--- config.mk ---
export PLATFORM = sky130hd
export DESIGN_NAME = rf_initiator_flat
export DESIGN_NICKNAME = d
export VERILOG_FILES = /design/src/rtl/rf_initiator_if.sv /design/src/rtl/rf_initiator.sv /design/src/flat_wrapper.sv
export SDC_FILE = /design/constraint.sdc
export NUM_CORES = 1
export LEC_CHECK = 0
export ABC_AREA = 1
export ABC_CLOCK_PERIOD_IN_PS = 7000
export BUFFER_PORTS_ARGS = -buffer_cell sky130_fd_sc_hd__buf_2
export CAP_MARGIN = 25
export CORE_MARGIN = 2
export CORE_UTILIZATION = 40
export DETAILED_ROUTE_END_ITERATION = 8
export PLACE_DENSITY_LB_ADDON = 0.12
export SLEW_MARGIN = 0
export SYNTH_ARGS = -nofsm -noshare
export SYNTH_HDL_FRONTEND = slang
export SYNTH_SLANG_ARGS = --single-unit
--- constraint.sdc ---
create_clock -name clk -period 7 [get_ports clk]
set_input_delay 0.35 -clock clk [delete_from_list [all_inputs] [get_ports clk]]
set_output_delay 0.35 -clock clk [all_outputs]
set_load 0.02 [all_outputs]
--- src/rtl/rf_initiator_if.sv ---
// rf_initiator_if: command, register-file and response signals of rf_initiator.
interface rf_initiator_if;
  logic        cmd_valid;
  logic        cmd_ready;
  logic [2:0]  cmd_op;
  logic [4:0]  cmd_rs1;
  logic [4:0]  cmd_rs2;
  logic [4:0]  cmd_rd;
  logic [15:0] cmd_imm;
  logic [2:0]  rf_instr;
  logic [4:0]  rf_read1;
  logic [4:0]  rf_read2;
  logic [4:0]  rf_write;
  logic [15:0] rf_writed;
  logic [15:0] rf_readd1;
  logic [15:0] rf_readd2;
  logic        rf_done;
  logic        rsp_valid;
  logic [15:0] rsp_data;
  logic        rsp_err;
  modport slave (
    input  cmd_valid, cmd_op, cmd_rs1, cmd_rs2, cmd_rd, cmd_imm, rf_readd1, rf_readd2, rf_done,
    output cmd_ready, rf_instr, rf_read1, rf_read2, rf_write, rf_writed, rsp_valid, rsp_data, rsp_err
  );
  modport master (
    output cmd_valid, cmd_op, cmd_rs1, cmd_rs2, cmd_rd, cmd_imm, rf_readd1, rf_readd2, rf_done,
    input  cmd_ready, rf_instr, rf_read1, rf_read2, rf_write, rf_writed, rsp_valid, rsp_data, rsp_err
  );
endinterface

--- src/rtl/rf_initiator.sv ---
// rf_initiator: runs one ALU command as read / execute / write phases against a register file.
module rf_initiator #(
  parameter int TIMEOUT = 15
) (
  input  logic clk,
  input  logic rst_n,
  rf_initiator_if.slave bus
);
  localparam int CW = $clog2(TIMEOUT + 1);
  typedef enum logic [2:0] {IDLE, READ, EXEC, WRITE, RESP} state_t;
  state_t state, next;
  logic [2:0] op;
  logic [4:0] rs1, rs2, rd;
  logic [15:0] imm, a, b, result, alu, data;
  logic err, phase, timeout;
  logic [CW-1:0] cnt;
  assign phase = state == READ || state == WRITE;
  assign timeout = phase && !bus.rf_done && cnt == CW'(TIMEOUT);
  always_comb begin
    alu = a;
    case (op)
      3'd0: alu = a + b;
      3'd1: alu = a - b;
      3'd2: alu = a & b;
      3'd3: alu = a | b;
      3'd4: alu = a ^ b;
      3'd6: alu = imm;
      default: alu = a;
    endcase
  end
  always_ff @(posedge clk or negedge rst_n)
    if (!rst_n) state <= IDLE;
    else state <= next;
  // rf_done takes priority over a timeout that expires in the same cycle
  always_comb begin
    next = state;
    case (state)
      IDLE: if (bus.cmd_valid) next = bus.cmd_op == 3'd6 ? EXEC : READ;
      READ: next = bus.rf_done ? EXEC : timeout ? RESP : READ;
      EXEC: next = op == 3'd7 ? RESP : WRITE;
      WRITE: next = bus.rf_done || timeout ? RESP : WRITE;
      RESP: next = IDLE;
      default: next = IDLE;
    endcase
  end
  always_ff @(posedge clk or negedge rst_n) begin
    if (!rst_n) begin
      op <= '0;
      rs1 <= '0;
      rs2 <= '0;
      rd <= '0;
      imm <= '0;
      a <= '0;
      b <= '0;
      result <= '0;
      data <= '0;
      err <= 1'b0;
      cnt <= '0;
    end else begin
      if (state == IDLE && bus.cmd_valid) begin
        op <= bus.cmd_op;
        rs1 <= bus.cmd_rs1;
        rs2 <= bus.cmd_rs2;
        rd <= bus.cmd_rd;
        imm <= bus.cmd_imm;
      end
      if (state == READ && bus.rf_done) begin
        a <= bus.rf_readd1;
        b <= bus.rf_readd2;
      end
      if (state == EXEC) result <= alu;
      if (next == RESP) data <= timeout ? '0 : (state == EXEC ? alu : result);
      err <= timeout;
      cnt <= phase && next == state ? cnt + 1'b1 : '0;
    end
  end
  always_comb begin
    bus.cmd_ready = state == IDLE;
    bus.rf_instr = state == READ ? (op <= 3'd4 ? 3'b110 : 3'b100) : state == WRITE ? 3'b001 : 3'b000;
    bus.rf_read1 = rs1;
    bus.rf_read2 = rs2;
    bus.rf_write = rd;
    bus.rf_writed = result;
    bus.rsp_valid = state == RESP;
    bus.rsp_err = state == RESP && err;
    bus.rsp_data = data;
  end
endmodule
--- src/flat_wrapper.sv ---
// flat-port wrapper written by rule: the top's interface ports become plain ports
module rf_initiator_flat 
#(
  parameter int TIMEOUT = 15
)
  (clk, rst_n, bus_cmd_valid, bus_cmd_op, bus_cmd_rs1, bus_cmd_rs2, bus_cmd_rd, bus_cmd_imm, bus_rf_readd1, bus_rf_readd2, bus_rf_done, bus_cmd_ready, bus_rf_instr, bus_rf_read1, bus_rf_read2, bus_rf_write, bus_rf_writed, bus_rsp_valid, bus_rsp_data, bus_rsp_err);
  rf_initiator_if bus_i ();
  input  logic clk;
  input  logic rst_n;
  input wire logic [$bits(bus_i.cmd_valid)-1:0] bus_cmd_valid;
  input wire logic [$bits(bus_i.cmd_op)-1:0] bus_cmd_op;
  input wire logic [$bits(bus_i.cmd_rs1)-1:0] bus_cmd_rs1;
  input wire logic [$bits(bus_i.cmd_rs2)-1:0] bus_cmd_rs2;
  input wire logic [$bits(bus_i.cmd_rd)-1:0] bus_cmd_rd;
  input wire logic [$bits(bus_i.cmd_imm)-1:0] bus_cmd_imm;
  input wire logic [$bits(bus_i.rf_readd1)-1:0] bus_rf_readd1;
  input wire logic [$bits(bus_i.rf_readd2)-1:0] bus_rf_readd2;
  input wire logic [$bits(bus_i.rf_done)-1:0] bus_rf_done;
  output wire logic [$bits(bus_i.cmd_ready)-1:0] bus_cmd_ready;
  output wire logic [$bits(bus_i.rf_instr)-1:0] bus_rf_instr;
  output wire logic [$bits(bus_i.rf_read1)-1:0] bus_rf_read1;
  output wire logic [$bits(bus_i.rf_read2)-1:0] bus_rf_read2;
  output wire logic [$bits(bus_i.rf_write)-1:0] bus_rf_write;
  output wire logic [$bits(bus_i.rf_writed)-1:0] bus_rf_writed;
  output wire logic [$bits(bus_i.rsp_valid)-1:0] bus_rsp_valid;
  output wire logic [$bits(bus_i.rsp_data)-1:0] bus_rsp_data;
  output wire logic [$bits(bus_i.rsp_err)-1:0] bus_rsp_err;
  assign bus_i.cmd_valid = bus_cmd_valid;
  assign bus_i.cmd_op = bus_cmd_op;
  assign bus_i.cmd_rs1 = bus_cmd_rs1;
  assign bus_i.cmd_rs2 = bus_cmd_rs2;
  assign bus_i.cmd_rd = bus_cmd_rd;
  assign bus_i.cmd_imm = bus_cmd_imm;
  assign bus_i.rf_readd1 = bus_rf_readd1;
  assign bus_i.rf_readd2 = bus_rf_readd2;
  assign bus_i.rf_done = bus_rf_done;
  assign bus_cmd_ready = bus_i.cmd_ready;
  assign bus_rf_instr = bus_i.rf_instr;
  assign bus_rf_read1 = bus_i.rf_read1;
  assign bus_rf_read2 = bus_i.rf_read2;
  assign bus_rf_write = bus_i.rf_write;
  assign bus_rf_writed = bus_i.rf_writed;
  assign bus_rsp_valid = bus_i.rsp_valid;
  assign bus_rsp_data = bus_i.rsp_data;
  assign bus_rsp_err = bus_i.rsp_err;
  rf_initiator #(.TIMEOUT(TIMEOUT)) u_core (.clk(clk), .rst_n(rst_n), .bus(bus_i));
endmodule
Yosys cells after proc, flatten, opt, wreduce, memory -nomap -nowiden
Index checks and enable logic that the tools add are counted.
{"block": "totals", "regBits": 106, "in_bits": 70, "wordCells": 58}
{"block": "classes", "n_addsub": 3, "order_cmp": 1, "n_eq_ne": 14, "n_mux": 14, "bitwise": 3, "n_reduce_logical": 11}
{"cell": "16-bit one-hot mux with 6 select lines", "count": 1}
{"cell": "16-bit two-way mux", "count": 2}
{"cell": "3-bit equality test, second input constant", "count": 6}
{"cell": "3-bit two-way mux", "count": 6}
{"cell": "16-bit adder", "count": 1}
{"cell": "16-bit AND", "count": 1}
{"cell": "16-bit OR", "count": 1}
{"cell": "16-bit subtractor", "count": 1}
{"cell": "16-bit XOR", "count": 1}
{"cell": "3-bit by 2-bit equality test with 1-bit output, second input constant", "count": 4}
{"cell": "3-bit one-hot mux with 4 select lines", "count": 1}
{"cell": "3-bit by 1-bit equality test with 1-bit output, second input constant", "count": 2}
{"cell": "1-bit logical AND", "count": 6}
{"cell": "3-bit zero test", "count": 2}
{"cell": "4-bit by 1-bit adder with 4-bit output, second input constant", "count": 1}
{"cell": "4-bit equality test, second input constant", "count": 1}
{"cell": "2-bit two-way mux", "count": 2}
{"cell": "4-bit two-way mux", "count": 1}
{"cell": "3-bit equality test", "count": 1}
{"cell": "3-bit less-or-equal comparator, second input constant", "count": 1}
{"cell": "1-bit logical OR", "count": 2}
{"cell": "1-bit zero test", "count": 1}
{"cell": "1-bit two-way mux", "count": 1}

Logic depth before layout (Yosys ltp)
{"block": "depth", "word_depth": 10, "ltp_mapped": 24, "ltp_nobuf": 24}

Worst setup path before layout
OpenSTA, ideal clock, no wires.
{"block": "synth_timing", "kind": "reg-to-reg", "from": "register u_core.b[0]", "to": "register u_core.data[15], in the netlist u_core.bus.rsp_data[15]", "setup_ns": 0.116, "arrival_ns": 2.637, "required_ns": 6.884, "setup_slack_ns": 4.246, "path_stages_with_launch": 24, "n_path_buf": 0, "synth_period_minus_slack_ns": 2.754, "cell_sequence": "dfrtp_1 inv_1 ha_1 inv_1 nor2_1 nand4_1 nor3_1 nor2_1 a21oi_1 xor2_1 inv_1 ha_1 nand2_1 inv_1 a21oi_1 nand2_1 a21oi_1 nand3_1 nand3_1 nand2_1 nand2_1 nand2_1 nand2_1 nand2_1"}
{"block": "synth_between", "elab_chain_len": 4, "elab_cells_between_ends": 5}
{"item": "start, declared", "line_no": "rf_initiator.sv:14", "rtl": "logic [15:0] imm, a, b, result, alu, data;"}
{"item": "start signal, assigned", "line_no": "rf_initiator.sv:69", "rtl": "b <= bus.rf_readd2;"}
{"item": "16-bit subtractor / 16-bit adder (equally long branches)", "line_no": "rf_initiator.sv:23, rf_initiator.sv:22"}
{"item": "16-bit one-hot mux with 6 select lines *", "line_no": "rf_initiator.sv:21", "rtl": "case (op)"}
{"item": "16-bit two-way mux * (2 in a row)", "line_no": "rf_initiator.sv:72", "rtl": "if (next == RESP) data <= timeout ? '0 : (state == EXEC ? alu : result);"}
{"item": "end signal, assigned", "line_no": "rf_initiator.sv:72"}
{"item": "end, declared", "line_no": "rf_initiator.sv:14"}
Mark *: on every way between the ends. The rest lies on a longest branch, timed or not.
A chain may end at the register's enable or synchronous reset.

Worst setup path after layout
Same ends and word-level chain as after synthesis.

==> run_results.csv <==
group,metric,value,unit
status,run_status,"finished clean",
clocking,cts_repair_resize_count,0,
drt,wl_met2,8280,um
global_route,grt_pass1_wl,29700,um
yosys,avgSynthCellArea,8.47,um2
timing,timing.final.hold_violations,0,
yosys,synthesis.yosys.warnings,0,
die,die_w,131,um
drt,drtAntennaViolNets,0,
timing,timing.clock.skew,0.0101,ns
timing,final_period_minus_worst_setup_slack,3.29,ns
drt,route.detailed.wl_per_inst,16.9,um
drt,met3WireLength,1220,um
drt,route.vias.total,5546,
yosys,postSynth.topFlopCell,"sky130_fd_sc_hd__dfrtp_1",
worst_hold_path,holdCritPathClass,"input pin to asynchronous set/reset pin",
global_route,gr-usage-all-layers,22.7,%
setup_path,critPathLaunchType,"flop",
timing,number_of_slew_limit_violations_in_the_final_report,0,
clocking,cts_setup_buffers,0,
timing,worst_slew_pin_slew,0.927,ns
setup_path,critical-path-top-cell-by-count,"sky130_fd_sc_hd__nand2_1",
drt,route.layer.met1.wl,8630,um
layout,final_net_count,991,
place,place.port_buffers,122,
layout,flow.area_growth_from_synthesis,16.8,%
clocking,cts_tree,"yes",
place,post-dp-hpwl,13600,um
global_route,grt_antenna_before_repair,0,
drt,dr.pass1.iters,5,
die,placementRows,46,
die,initial_core_util,40.7,%
die,floorplan.die.height,131,um
setup_path,timing.critical_path.cells,"inv_1 > ha_1 > inv_1 > nor2_1 > nand4_1 > nor3_1 > nor2_1 > a21oi_1 > xor2_1 > inv_1 > ha_1 > nand2_1 > inv_1 > a21oi_1 > nand2_1 > a21oi_1 > nand3_1 > nand3_1 > nand2_1 > nand2_1 > nand2_1 > nand2_1 > nand2_1",
setup_path,critical-path-slowest-cell,"sky130_fd_sc_hd__dfrtp_1",
setup_path,cp_data_required_time,7.26,ns
pwr,power.ir.vdd_worst,0.276,mV
setup_path,critical_path.max_fanout,4,
pwr,leakage,0.00396,uW
yosys,synth.lib_cells_used.distinct,44,
global_route,grt_pass1_vias,5591,
pwr,power_per_standard_cell_area,556,nW/um2
setup_path,worst-setup-path-type,"flop to flop",
drt,dr.first_iter.drc_count,309,
place,place_congestion,0.972,
global_route,grt_remaining_overflow,0,
pwr,post-layout-total-power,4170,uW
drt,detail_route.vias_per_cell,5.08,
setup_path,data_arrival_time_of_the_worst_path,3.55,ns
clocking,numClockSinks,106,
timing,setup_violations,0,
timing,setup_repair_after_global_routing_missed_its_margin,"no",
layout,fillerInstances,1591,
yosys,post_synth_instance_area,6420,um2
clocking,clock_tree.root_cell,"sky130_fd_sc_hd__clkbuf_16",
clocking,cts_buffers,9,
drt,route.final.wire_length,18500,um
place,placed_area,7160,um2
global_route,grt_start_max_net_pins,65,
yosys,syn_inst,758,
clocking,path_clk_slew,0.08,ns
layout,antenna-diode-count,0,
yosys,postSynthNetCount,878,
layout,post-route-util,47.6,%
timing,fmaxAchievable,0.304,GHz
drt,maxUsedRoutingLayer,"met4",
timing,fin_tns_setup,0,ns
yosys,seq_area_frac_synth,41.3,%
setup_path,critical_path.max_stage_delay,0.41,ns
layout,layout-drive-gt1-share,23.7,%
clocking,clock_path_buffers,2,
clocking,worst_skew_pair.late_latency,0.36,ns
timing,timing.final.crit_share,47.0,%
yosys,postSynthRegisterBits,106,
layout,finish.instance_area,7500,um2
die,io_pins,123,
die,placeableCoreArea,15800,um2
yosys,synth_enable_flop_cells,0,
timing,slew_headroom,38.1,%
clocking,cts_htree_levels,3,
timing,hold-worst-slack,0.0250,ns
die,die_area,17100,um2
yosys,postSynth.asyncResetShare,100,%
flow_run,max_cap_viol_count,0,
clocking,hold_buffers,0,
drt,detail_route.drc_violations,0,
setup_path,endpoint_kind,"flop",
==> cell families (layout without fill, tap and decap cells) <==
group	after synthesis	after routing	share of synthesized area, %
simple gates	316	316	21.5
buf+inv	110	228	7.83
xor+xnor	16	16	2.18
fa+ha+maj	50	50	9.86
compound gates	129	129	11.9
flops	106	106	41.3
mux	31	31	5.44
==> registers in the layout, indices dropped and copies added, names as in the netlist <==
register              count
u_core.a                 16
u_core.b                 16
u_core.bus.rf_writed     16
u_core.bus.rsp_data      16
u_core.imm               16
u_core.bus.rf_read1       5
u_core.bus.rf_read2       5
u_core.bus.rf_write       5
u_core.cnt                4
u_core.op                 3
u_core.state              3
u_core.err                1
==> where the power goes <==
group          total [uW]  switching (uW)  internal, uW
clock network         589             265           325
registers            1120             231           892
logic                2460            1580           874
total                4170            2080          2090
==> final timing paths <==
path / slack (ns) / start / cells past startpoint / end
max: 3.71 / u_core.b[0] / 23 / u_core.bus.rsp_data[15]
min: 0.02 / rst_n / 1 / u_core.bus.rf_read2[2]
max reg2reg: 3.71 / u_core.b[0] / 23 / u_core.bus.rsp_data[15]
min reg2reg: 0.47 / u_core.cnt[0] / 1 / u_core.cnt[0]
max in group asynchronous: 5.80 / rst_n / 2 / u_core.b[9]
min in group clk: 0.19 / bus_rf_readd2[11] / 3 / u_core.b[11]
==> worst max-delay path: cells and delay by family (launching register included) <==
| family | cells | cell delay [ns] |
|---|---|---|
| simple gates | 13 | 1.37 |
| compound gates | 3 | 0.48 |
| fa+ha+maj | 2 | 0.47 |
| flops | 1 | 0.41 |
| buf+inv | 4 | 0.28 |
| xor+xnor | 1 | 0.15 |
==> through the flow <==
| step | std cells | setup WS (ns) |
|---|---|---|
| 6_report | 1092 | 3.71 |
| 4_1_cts | 1092 | 3.76 |
| 2_1_floorplan | 758 | 4.25 |
| 3_5_place_dp | 1076 | 3.78 |
| 5_1_grt | 1092 | 3.40 |
| 3_3_place_gp | 1076 | 3.89 |
==> synthesized netlist by cell type, types with 8 or more instances <==
master	instances	share of area, %
sky130_fd_sc_hd__o21ai_0	52	4.1
sky130_fd_sc_hd__inv_2	11	0.64
sky130_fd_sc_hd__inv_1	75	4.4
sky130_fd_sc_hd__nand3_1	31	2.4
sky130_fd_sc_hd__ha_1	49	9.5
sky130_fd_sc_hd__xor2_1	14	1.9
sky130_fd_sc_hd__o21ai_1	8	0.62
sky130_fd_sc_hd__a21oi_1	40	3.1
sky130_fd_sc_hd__nand2_1	221	13
sky130_fd_sc_hd__mux2_2	31	5.4
sky130_fd_sc_hd__dfrtp_1	106	41
sky130_fd_sc_hd__buf_6	8	1.4
sky130_fd_sc_hd__nor2_1	32	1.9
==> final cells by class <==
cell class	instances	area, um2	share of cell area, %
multi-input cells	542	3270	43.6
flip-flops and latches	106	2650	35.4
repair buffers	125	636	8.47
inverters	87	329	4.39
well taps	216	270	3.60
clock buffers	9	225	3.00
clock inverters	7	116	1.55
==> layout by cell type (no fill, tap or decap), types with 4 or more instances in the layout <==
| cell | count |
|---|---|
| sky130_fd_sc_hd__mux2_2 | 31 |
| sky130_fd_sc_hd__o21ai_1 | 8 |
| sky130_fd_sc_hd__buf_4 | 4 |
| sky130_fd_sc_hd__clkbuf_16 | 9 |
| sky130_fd_sc_hd__a21oi_1 | 40 |
| sky130_fd_sc_hd__xor2_1 | 14 |
| sky130_fd_sc_hd__buf_2 | 121 |
| sky130_fd_sc_hd__o21ai_0 | 52 |
| sky130_fd_sc_hd__ha_1 | 49 |
| sky130_fd_sc_hd__nand2_1 | 221 |
| sky130_fd_sc_hd__o211ai_1 | 4 |
| sky130_fd_sc_hd__nor2_1 | 31 |
| sky130_fd_sc_hd__a211oi_1 | 7 |
| sky130_fd_sc_hd__nand4_1 | 4 |
| sky130_fd_sc_hd__or2_2 | 4 |
| sky130_fd_sc_hd__dfrtp_1 | 106 |
| sky130_fd_sc_hd__nor3_1 | 4 |
| sky130_fd_sc_hd__nand3_1 | 31 |
| sky130_fd_sc_hd__inv_2 | 11 |
| sky130_fd_sc_hd__inv_1 | 75 |
| sky130_fd_sc_hd__nand3_2 | 7 |
| sky130_fd_sc_hd__o2111ai_1 | 4 |
==> layer usage <==
layer,vias to the layer above,global-route usage [%]
met2,180,34.5
li1,2706,-
met1,2638,32.4
met4,0,7.07
met3,22,5.01
met5,-,0
No activity file was read; power rests on OpenSTA's default activity.
